`config.mk`:
```
export PLATFORM = sky130hd
export DESIGN_NAME = fetch_queue_unit
export DESIGN_NICKNAME = d
export VERILOG_FILES = /design/src/rtl/mips_pkg.sv /design/src/rtl/fetch_fifo.sv /design/src/rtl/fetch_queue_unit.sv
export SDC_FILE = /design/constraint.sdc
export NUM_CORES = 1
export LEC_CHECK = 0
export BUFFER_PORTS_ARGS = -buffer_cell sky130_fd_sc_hd__buf_2
export CAP_MARGIN = 0
export CORE_ASPECT_RATIO = 1.1
export CORE_MARGIN = 2
export CORE_UTILIZATION = 58
export CTS_BUF_LIST = sky130_fd_sc_hd__clkbuf_8 sky130_fd_sc_hd__clkbuf_16
export CTS_CLUSTER_SIZE = 14
export DETAILED_ROUTE_END_ITERATION = 10
export GPL_ROUTABILITY_DRIVEN = 0
export PLACE_DENSITY = 0.79
export SYNTH_ARGS = -nofsm -noshare
export SYNTH_HDL_FRONTEND = slang
export SYNTH_HIERARCHICAL = 1
export SYNTH_SLANG_ARGS = --single-unit
```
`constraint.sdc`:
```
create_clock -name clk -period 5.59 [get_ports clk]
set_input_delay 0 -clock clk [delete_from_list [all_inputs] [get_ports clk]]
set_output_delay 0 -clock clk [all_outputs]
set_load 0.02 [all_outputs]
```
`src/rtl/mips_pkg.sv`:
```
// Shared MIPS definitions: opcodes, instruction field positions, default PC width.
// Latency: none (constants only).
// Backpressure: not applicable.
package mips_pkg;

    // Word-addressed PC width used when a block does not override it.
    localparam int PC_W_DEFAULT = 30;

    // Opcodes the fetch path cares about.
    localparam logic [5:0] OP_J   = 6'b000010;
    localparam logic [5:0] OP_BEQ = 6'b000100;

    // Instruction field bit ranges.
    localparam int OPCODE_HI = 31;
    localparam int OPCODE_LO = 26;
    localparam int ADDR26_HI = 25;
    localparam int ADDR26_LO = 0;
    localparam int IMM16_HI  = 15;
    localparam int IMM16_LO  = 0;

endpackage

```
`src/rtl/fetch_fifo.sv`:
```
// Synchronous DEPTH-entry FIFO with flush and occupancy count.
// Latency: a word pushed at edge N is at the head after edge N (visible in cycle N+1).
// Backpressure: push is ignored when full unless a pop happens in the same cycle; pop ignored when empty.
module fetch_fifo import mips_pkg::*; #(
    parameter int DEPTH = 4,
    parameter int W     = 62
) (
    input  logic                     clk,
    input  logic                     rst_n,
    input  logic                     push,
    input  logic [W-1:0]             push_dat,
    input  logic                     pop,
    input  logic                     flush,
    output logic [W-1:0]             head_dat,
    output logic                     full,
    output logic                     empty,
    output logic [$clog2(DEPTH):0]   count
);

    localparam int AW = $clog2(DEPTH);

    logic [W-1:0]  mem [DEPTH];
    logic [AW-1:0] wr_ptr;
    logic [AW-1:0] rd_ptr;
    logic          do_push;
    logic          do_pop;

    // DEPTH is a power of two, so "full" is just the top count bit alone.
    assign full    = (count == {1'b1, {AW{1'b0}}});
    assign empty   = (count == '0);
    assign do_pop  = pop && !empty;
    assign do_push = push && (!full || do_pop);

    // Empty queue presents zeros so the head never exposes stale storage.
    assign head_dat = empty ? '0 : mem[rd_ptr];

    // Pointer and count bookkeeping; flush drops everything in one cycle.
    always_ff @(posedge clk or negedge rst_n) begin
        if (!rst_n) begin
            wr_ptr <= '0;
            rd_ptr <= '0;
            count  <= '0;
        end else if (flush) begin
            wr_ptr <= '0;
            rd_ptr <= '0;
            count  <= '0;
        end else begin
            if (do_push) wr_ptr <= wr_ptr + 1'b1;
            if (do_pop)  rd_ptr <= rd_ptr + 1'b1;
            case ({do_push, do_pop})
                2'b10:   count <= count + 1'b1;
                2'b01:   count <= count - 1'b1;
                default: count <= count;
            endcase
        end
    end

    // Storage write; no reset needed because empty gating hides the contents.
    always_ff @(posedge clk) begin
        if (do_push && !flush) mem[wr_ptr] <= push_dat;
    end

endmodule

```
`src/rtl/fetch_queue_unit.sv`:
```
// Instruction fetch: PC register, ROM addressing, prefetch queue to decode, redirect handling.
// Latency: word fetched in cycle N at head in N+1; redirect at N fetches target in N+1, valid at N+2.
// Backpressure: out_ready low fills the queue, then pc and imem_addr hold. Optional JUMP_PREDECODE_EN follows J early.
module fetch_queue_unit import mips_pkg::*; #(
    parameter int              PC_W     = PC_W_DEFAULT,
    parameter int              DEPTH    = 4,
    parameter logic [PC_W-1:0] RESET_PC = '0
) (
    input  logic                     clk,
    input  logic                     rst_n,
    output logic [PC_W+1:0]          imem_addr,
    input  logic [31:0]              imem_data,
    output logic                     out_valid,
    input  logic                     out_ready,
    output logic [31:0]              out_instr,
    output logic [PC_W-1:0]          out_pc_seq,
    input  logic                     redir_valid,
    input  logic                     redir_is_jump,
    input  logic [PC_W-1:0]          redir_pc_seq,
    input  logic [15:0]              redir_imm16,
    input  logic [25:0]              redir_addr26,
    output logic [$clog2(DEPTH):0]   occupancy
);

    // PC_W must be at least 26 so a jump field always fits in the low bits.
    localparam int ENTRY_W = 32 + PC_W;

    logic [PC_W-1:0]    pc;
    logic [PC_W-1:0]    pc_inc;
    logic [PC_W-1:0]    next_pc;
    logic [PC_W-1:0]    branch_target;
    logic [PC_W-1:0]    jump_target;
    logic [PC_W-1:0]    redir_target;
    logic               push;
    logic               pop;
    logic               full;
    logic               empty;
    logic [ENTRY_W-1:0] head_dat;

    // Replace the low 26 bits of a PC with a jump field; upper region bits come from hi.
    function automatic logic [PC_W-1:0] splice26(input logic [PC_W-1:0] hi, input logic [25:0] lo);
        logic [PC_W-1:0] t;
        t       = hi;
        t[25:0] = lo;
        return t;
    endfunction

    assign imem_addr = {pc, 2'b00};
    assign pc_inc    = pc + 1'b1;

    assign out_valid  = !empty;
    assign pop        = out_valid && out_ready;
    // A redirect cancels the word currently on the ROM bus.
    assign push       = !redir_valid && (!full || pop);

    assign out_instr  = head_dat[ENTRY_W-1:PC_W];
    assign out_pc_seq = head_dat[PC_W-1:0];

    assign branch_target = redir_pc_seq + {{(PC_W-16){redir_imm16[IMM16_HI]}}, redir_imm16};
    assign jump_target   = splice26(redir_pc_seq, redir_addr26);
    assign redir_target  = redir_is_jump ? jump_target : branch_target;

`ifdef JUMP_PREDECODE_EN
    // Follow an unconditional J straight away; the J word itself is still queued.
    assign next_pc = (imem_data[OPCODE_HI:OPCODE_LO] == OP_J)
                   ? splice26(pc, imem_data[ADDR26_HI:ADDR26_LO])
                   : pc_inc;
`else
    assign next_pc = pc_inc;
`endif

    // PC update: redirect wins, otherwise advance only when the fetched word is accepted.
    always_ff @(posedge clk or negedge rst_n) begin
        if (!rst_n) begin
            pc <= RESET_PC;
        end else if (redir_valid) begin
            pc <= redir_target;
        end else if (push) begin
            pc <= next_pc;
        end
    end

    fetch_fifo #(
        .DEPTH (DEPTH),
        .W     (ENTRY_W)
    ) u_fifo (
        .clk      (clk),
        .rst_n    (rst_n),
        .push     (push),
        .push_dat ({imem_data, pc_inc}),
        .pop      (pop),
        .flush    (redir_valid),
        .head_dat (head_dat),
        .full     (full),
        .empty    (empty),
        .count    (occupancy)
    );

endmodule

```
==> impl_metrics.py, run 1 <==
metrics = {
    "power_and_ir_drop": {
        "total_leakage_power_uw": 0.006318,
        "irDropWorstVdd_v": 0.0003182,
        "p_per_area_nw_per_um2": 317.6,
        "switching_share": 0.2626,
        "share_comb_of_total_power": 0.180,
        "power.switching_uw": 1393,
        "internal_power_uw": 3911,
        "power_frac_clock": 0.336,
        "power_frac_seq": 0.484,
    },
    "floorplan": {
        "initial_core_util": 0.5895,
        "die_h_um": 166.8,
        "pin_count": 207,
        "rows": 59,
        "dieWidth_um": 152.0,
        "placeableCoreArea_um2": 23700,
        "design.die.area_um2": 25340,
    },
    "finish": {
        "layout.area.seq_um2": 8378,
        "syn2layout_area_growth_pct": 19.54,
        "nFillCells": 1536,
        "multi_input_comb_area_um2": 5211,
        "final_core_util": 0.7047,
        "drive_gt1_frac": 0.2806,
        "nNetsFinal": 1365,
        "antenna_cells_inserted": 0,
        "finish.cell_count_without_fillers": 1545,
    },
    "clock_network": {
        "clk_transition_reported_paths_ns": 0.06,
        "cts_sinks": 285,
        "clock_path_buffers": 3,
        "ctsRootBufferMaster": "sky130_fd_sc_hd__clkbuf_16",
        "cts_hold_buf": 64,
        "cts-buffers-inserted": 26,
        "post_cts.resized_instances": 0,
        "clk-insertion-delay-late_ns": 0.52,
        "cts_tree": "yes",
        "post_cts.repair.setup_buffers": 0,
        "htree_levels": 1,
    },
    "grt": {
        "antenna_violations_before_repair": 0,
        "largest_net_degree_at_the_start_of_global_routing": 65,
        "grt-ovfl-total": 0,
        "grt_first_pass_wirelength_um": 49420,
        "grt.total_usage": 0.2427,
        "first_global_vias": 9004,
    },
    "synth": {
        "post_synth_main_area_contributors": "sky130_fd_sc_hd__edfxtp_1 (53%), sky130_fd_sc_hd__mux4_2 (10%), sky130_fd_sc_hd__dfrtp_1 (6.6%)",
        "synth-adder-area-share": 0.03332,
        "yosysMostFrequentCell": "sky130_fd_sc_hd__edfxtp_1",
        "yosys_register_bits": 285,
        "synth_compound_gate_area_share": 0.07596,
        "synth_xor_area_frac": 0.05079,
        "post_synth_mux_area_share": 0.1058,
        "async_reset_ff_frac": 0.1298,
        "yosys_warnings": 6,
        "netlist-cell-type-count": 87,
        "synthCells": 964,
        "synthesis.area_um2": 13970,
        "postSynth.topFlopCell": "sky130_fd_sc_hd__edfxtp_1",
        "post_synth.cell_area_avg_um2": 14.49,
        "synth_edf_count": 248,
        "synth_top_cells_by_count": "sky130_fd_sc_hd__edfxtp_1 (248), sky130_fd_sc_hd__nor2b_1 (68), sky130_fd_sc_hd__nand2_1 (66)",
        "synth_top_family_by_area": "simple AND/OR/NAND/NOR gates",
        "synth_simple_gate_area_share": 0.1059,
        "portion_of_synthesized_cell_area_occupied_by_the_leading_cell_type": 0.5331,
        "seq_area_frac_synth": 0.5994,
        "cell_taking_the_most_area_after_synthesis": "sky130_fd_sc_hd__edfxtp_1",
    },
    "critical_path": {
        "worstPathArrival_ns": 4.13,
        "cp_slowest_cell": "sky130_fd_sc_hd__and2_2",
        "path_delay_family": "simple AND/OR/NAND/NOR gates",
        "critical_path.startpoint_type": "flip-flop",
        "critPathMostFrequentCell": "sky130_fd_sc_hd__nor2b_1",
        "critPathMaxStageDelay_ns": 0.72,
        "critical_path.max_fanout": 36,
        "worstPathRequired_ns": 5.79,
        "crit_type": "flip-flop to flip-flop",
        "path_cells": "nor3_4 > nor2b_1 > buf_4 > nor2b_1 > nor2_1 > inv_1 > nor3_1 > and2_2 > buf_12",
        "cp-end-kind": "flip-flop",
        "path_buf_inv": 3,
    },
    "place": {
        "numPortBuffers": 204,
        "hpwl_um": 19520,
        "dpl.cell_count": 1433,
    },
    "sta": {
        "finalHoldWorstSlack_ns": 0.02075,
        "grt_setup_unrepaired": "no",
        "final-max-slew-violation-count": 0,
        "worst_slew_pin_slew_ns": 1.094,
        "post-route-period-util": 0.7019,
        "max_freq_ghz": 0.2549,
        "period_needed_ns": 3.923,
        "clock_skew_ns": 0.009111,
        "finalSetupViolations": 0,
        "slew_headroom": 0.2690,
        "setup_tns_ns": 0,
        "finalHoldViolations": 0,
    },
    "detailed_routing": {
        "overall_via_count_from_detail_route": 8843,
        "vias_per_cell": 5.724,
        "final_antenna_net_count": 0,
        "drt_first_iter_violations": 617,
        "detail_route.wirelength_um": 30710,
        "first_pass_iters": 5,
        "drc": 0,
        "wire_per_inst_um": 19.88,
    },
    "hold_path": {
        "timing.hold.worst.class": "primary input to flip-flop",
    },
    "flow_run": {
        "max_cap_viol_count": 0,
    },
    "status": {
        "result_of_the_run": "finished clean",
    },
}
-- area by class of cell --
type / instances / share of cell area
Timing Repair Buffer: 277 / 0.1058
Tap cell: 305 / 0.02285
Clock buffer: 31 / 0.04376
Inverter: 22 / 0.004945
Clock inverter: 17 / 0.008842
Sequential cell: 285 / 0.5017
Multi-Input combinational cell: 608 / 0.3121
-- routing by layer --
metal / track usage / part of all wire / up-vias
met4: 0.04917 / 0.013 / 0
met3: 0.04033 / 0.072 / 32
met2: 0.4093 / 0.50 / 373
li1: - / - / 4169
met5: 0 / 0 / -
met1: 0.3391 / 0.41 / 4269
-- registers in the layout, summed over array words and instances (netlist names) --
name,cells
u_fifo/mem,248
u_fifo/wr_ptr,2
u_fifo/count,3
pc,30
u_fifo/rd_ptr,2
-- path summary, 6_finish.rpt --
path                       depth (start not counted)              from                end  slack (ns)
max in group asynchronous                          2             rst_n   u_fifo/rd_ptr[0]        4.88
min in group asynchronous                          2             rst_n    u_fifo/count[2]        0.11
setup reg to reg                                   9   u_fifo/count[0]  u_fifo/mem[1][26]        1.67
setup / recovery                                   9   u_fifo/count[0]  u_fifo/mem[1][26]        1.67
hold / removal                                     4  redir_pc_seq[23]             pc[23]        0.02
hold reg to reg                                    2  u_fifo/wr_ptr[1]   u_fifo/wr_ptr[1]        0.61
-- layout by cell type, fill, tap and decap left out, types with 6 or more instances in the layout --
| cell type | instances |
|---|---|
| sky130_fd_sc_hd__a21o_1 | 14 |
| sky130_fd_sc_hd__a21oi_1 | 48 |
| sky130_fd_sc_hd__and2_2 | 6 |
| sky130_fd_sc_hd__and3_1 | 6 |
| sky130_fd_sc_hd__buf_2 | 204 |
| sky130_fd_sc_hd__buf_4 | 6 |
| sky130_fd_sc_hd__clkbuf_16 | 27 |
| sky130_fd_sc_hd__dfrtp_1 | 35 |
| sky130_fd_sc_hd__dlygate4sd3_1 | 64 |
| sky130_fd_sc_hd__edfxtp_1 | 248 |
| sky130_fd_sc_hd__ha_1 | 34 |
| sky130_fd_sc_hd__inv_1 | 33 |
| sky130_fd_sc_hd__mux2i_1 | 7 |
| sky130_fd_sc_hd__mux4_2 | 62 |
| sky130_fd_sc_hd__nand2_1 | 66 |
| sky130_fd_sc_hd__nand3_1 | 12 |
| sky130_fd_sc_hd__nand4_1 | 10 |
| sky130_fd_sc_hd__nor2_1 | 39 |
| sky130_fd_sc_hd__nor2b_1 | 68 |
| sky130_fd_sc_hd__nor3_1 | 7 |
| sky130_fd_sc_hd__o211a_1 | 9 |
| sky130_fd_sc_hd__o21a_1 | 9 |
| sky130_fd_sc_hd__o21ai_0 | 22 |
| sky130_fd_sc_hd__o21ai_1 | 11 |
| sky130_fd_sc_hd__xnor2_1 | 36 |
| sky130_fd_sc_hd__xor2_1 | 45 |
-- tightest hold or removal path, delay by kind of cell --
kind / cells / cell delay (ns)
adders and majority gates: 1 / 0.20
xor gates and xnor gates: 1 / 0.09
AOI/OAI and AO/OA: 1 / 0.13
buffers and inverters: 1 / 0.08
-- per-stage QoR --
step	setup WS (ns)	power (uW)	area, um^2
after global routing	1.395	5507	16700
after floorplan	1.495	3224	13970
after detailed placement	1.776	3520	15180
final	1.667	5304	16700
after CTS	1.731	5332	16700
after global placement	1.892	3495	15180
-- power groups by stage --
stage          logic (uW)  registers, uW  clock network [uW]
2_1_floorplan         613           2610                   0
4_1_cts               959           2570                1810
5_1_grt              1040           2580                1880
6_report              955           2570                1780
3_3_place_gp          895           2600                   0
3_5_place_dp          911           2610                   0
-- kinds of logic (layout without fill, tap and decap cells) --
family,Yosys count,after routing
multiplexers,70,70
AND/OR/NAND/NOR,260,260
XOR/XNOR,81,81
adder cells (fa/ha/maj),36,36
buffers and inverters,72,347
AO/OA/AOI/OAI,159,159
other,1,2
flip-flops,285,285
(Power assumes the default switching activity.)
==> run 2, diff against run 1 <==
--- a/config.mk
+++ b/config.mk
@@ -9,12 +9,12 @@
 export CAP_MARGIN = 0
 export CORE_ASPECT_RATIO = 1.1
 export CORE_MARGIN = 2
-export CORE_UTILIZATION = 58
+export CORE_UTILIZATION = 52
 export CTS_BUF_LIST = sky130_fd_sc_hd__clkbuf_8 sky130_fd_sc_hd__clkbuf_16
 export CTS_CLUSTER_SIZE = 14
 export DETAILED_ROUTE_END_ITERATION = 10
 export GPL_ROUTABILITY_DRIVEN = 0
-export PLACE_DENSITY = 0.79
+export PLACE_DENSITY = 0.75
 export SYNTH_ARGS = -nofsm -noshare
 export SYNTH_HDL_FRONTEND = slang
 export SYNTH_HIERARCHICAL = 1
==> constraint.sdc (replaced) <==
create_clock -name clk -period 3.5 [get_ports clk]
set_input_delay 0 -clock clk [delete_from_list [all_inputs] [get_ports clk]]
set_output_delay 0 -clock clk [all_outputs]
set_load 0.02 [all_outputs]
==> impl_metrics.py, run 2 (synthesis results as in run 1) <==
metrics = {
    "status": {
        "result_of_the_run": "finished clean",
    },
    "grt": {
        "largest_net_degree_at_the_start_of_global_routing": 65,
        "grt.busiest_layer": "met2",
        "grt_first_pass_wirelength_um": 46820,
        "grtUsageMet3": 0.03377,
        "global_route_met1_utilization": 0.2827,
        "grt.total_usage": 0.2106,
        "first_global_vias": 8643,
        "gr-usage-met2": 0.3649,
        "grt-ovfl-total": 0,
        "antenna_violations_before_repair": 0,
    },
    "finish": {
        "nFillCells": 1922,
        "drive_gt1_frac": 0.2890,
        "final_core_util": 0.6429,
        "most_common_cell_after_layout_fill_and_taps_aside": "sky130_fd_sc_hd__edfxtp_1",
        "layout.area.seq_um2": 8378,
        "stdcell_area_um2": 16910,
        "syn2layout_area_growth_pct": 21.03,
        "antenna_cells_inserted": 0,
        "nNetsFinal": 1376,
        "final_cell_mix": "sky130_fd_sc_hd__edfxtp_1 (248), sky130_fd_sc_hd__buf_2 (204), sky130_fd_sc_hd__nor2b_1 (68)",
        "multi_input_comb_area_um2": 5211,
        "registers.top_by_ff_count": "u_fifo/mem",
        "largest_registers": "u_fifo/mem (248), pc (30), u_fifo/count (3)",
        "max_reg_flops": 248,
    },
    "power_and_ir_drop": {
        "power_frac_seq": 0.468,
        "power_frac_clock": 0.357,
        "power.switching_uw": 2258,
        "switching_share": 0.2584,
        "irDropWorstVdd_v": 0.0004224,
        "internal_power_uw": 6478,
        "share_comb_of_total_power": 0.175,
        "p_per_area_nw_per_um2": 516.7,
        "total_leakage_power_uw": 0.006383,
    },
    "critical_path": {
        "critical_path.max_fanout": 36,
        "crit_type": "flip-flop to flip-flop",
        "worstPathRequired_ns": 3.66,
        "critical_path.startpoint_type": "flip-flop",
        "worstPathArrival_ns": 3.02,
        "cp-end-kind": "flip-flop",
    },
    "place": {
        "hpwl_um": 19850,
        "placed_area_um2": 15290,
        "numPortBuffers": 204,
    },
    "sta": {
        "finalSetupViolations": 0,
        "slew_headroom": 0.4158,
        "grt_setup_unrepaired": "no",
        "max_freq_ghz": 0.3507,
        "finalHoldViolations": 0,
        "final-max-slew-violation-count": 0,
        "worst_slew_pin_slew_ns": 0.8764,
        "post-route-period-util": 0.8148,
        "setup_tns_ns": 0,
        "finalHoldWorstSlack_ns": 0.03233,
        "period_needed_ns": 2.852,
        "clock_skew_ns": 0.01168,
    },
    "floorplan": {
        "dieWidth_um": 160.3,
        "placeableCoreArea_um2": 26300,
        "design.die.area_um2": 28190,
        "pin_count": 207,
        "rows": 62,
        "die_h_um": 175.9,
        "initial_core_util": 0.5312,
    },
    "detailed_routing": {
        "final_antenna_net_count": 0,
        "drt_first_iter_violations": 549,
        "detail_route.wirelength_um": 29830,
        "drc": 0,
        "first_pass_iters": 5,
        "vias_per_cell": 5.474,
        "wire_per_inst_um": 18.63,
        "overall_via_count_from_detail_route": 8764,
    },
    "clock_network": {
        "cts_sinks": 285,
        "cts-buffers-inserted": 28,
        "clk-insertion-delay-late_ns": 0.53,
        "post_cts.resized_instances": 0,
        "htree_levels": 1,
        "clk_transition_reported_paths_ns": 0.06,
        "clock_path_buffers": 3,
        "ctsRootBufferMaster": "sky130_fd_sc_hd__clkbuf_16",
        "cts_tree": "yes",
    },
    "hold_path": {
        "timing.hold.worst.class": "primary input to flip-flop",
    },
    "flow_run": {
        "max_cap_viol_count": 0,
    },
}
==> run 2: cell types whose count changed in the layout (fill, tap and decap cells not counted) <==
cell,delta
sky130_fd_sc_hd__buf_12,-1
sky130_fd_sc_hd__buf_4,+9
sky130_fd_sc_hd__bufinv_16,+2
sky130_fd_sc_hd__clkbuf_16,+2
sky130_fd_sc_hd__clkbuf_8,-1
sky130_fd_sc_hd__clkinv_1,+3
sky130_fd_sc_hd__clkinv_2,+2
sky130_fd_sc_hd__clkinvlp_4,-1
sky130_fd_sc_hd__dlygate4sd3_1,+1
sky130_fd_sc_hd__inv_1,-8
sky130_fd_sc_hd__inv_8,+1
==> run 2: timing repair <==
item,in CTS,in global routing
endpoints found under the hold margin,202,0
hold buffers,65,0
buffers inserted,0,0
==> run 2: worst max-delay path: stages (launching register included) <==
cell	delay, ns
sky130_fd_sc_hd__dfrtp_1	0.70
sky130_fd_sc_hd__nor3_4	0.08
sky130_fd_sc_hd__nor2b_1	0.17
sky130_fd_sc_hd__nor2b_1	0.09
sky130_fd_sc_hd__nor2_1	0.09
sky130_fd_sc_hd__buf_4	0.16
sky130_fd_sc_hd__inv_1	0.14
sky130_fd_sc_hd__nor3_1	0.37
sky130_fd_sc_hd__and2_2	0.22
sky130_fd_sc_hd__buf_4	0.45
==> run 2: path summary, 6_finish.rpt <==
check / to / startpoint / cells past startpoint / slack (ns)
max: u_fifo/mem[0][18] / u_fifo/count[0] / 9 / 0.65
min in group asynchronous: pc[2] / rst_n / 2 / 0.12
min reg2reg: u_fifo/wr_ptr[1] / u_fifo/wr_ptr[1] / 2 / 0.61
min: pc[23] / redir_pc_seq[23] / 4 / 0.03
max in group asynchronous: u_fifo/rd_ptr[0] / rst_n / 2 / 2.73
max reg2reg: u_fifo/mem[0][18] / u_fifo/count[0] / 9 / 0.65
==> run 2: area by class of cell <==
class | count | area share
Clock buffer | 32 | 0.04537
Clock inverter | 16 | 0.01199
Inverter | 22 | 0.004885
Multi-Input combinational cell | 608 | 0.3082
Sequential cell | 285 | 0.4956
Tap cell | 352 | 0.02605
Timing Repair Buffer | 286 | 0.1079
==> run 2: metal layers <==
| metal | vias to the layer above | part of all wire |
|---|---|---|
| met5 | - | 0 |
| met4 | 0 | 0.017 |
| met3 | 36 | 0.068 |
| met2 | 303 | 0.50 |
| met1 | 4240 | 0.42 |
| li1 | 4185 | - |
==> run 2: power by group through the flow <==
stage               clock network (uW)  registers, uW  logic, uW
detailed placement                   0           4160       1470
finish                            3120           4090       1530
global placement                     0           4140       1450
global route                      3300           4110       1680
CTS                               3170           4090       1540
floorplan                            0           4170        980
==> run 2: per-stage QoR <==
step / power, uW / setup slack (ns) / cells
finish: 8736 / 0.6484 / 1601
global route: 9083 / 0.3623 / 1601
CTS: 8796 / 0.6163 / 1601
detailed placement: 5629 / 0.6328 / 1488
global placement: 5598 / 0.7664 / 1488
floorplan: 5147 / 0.07442 / 965
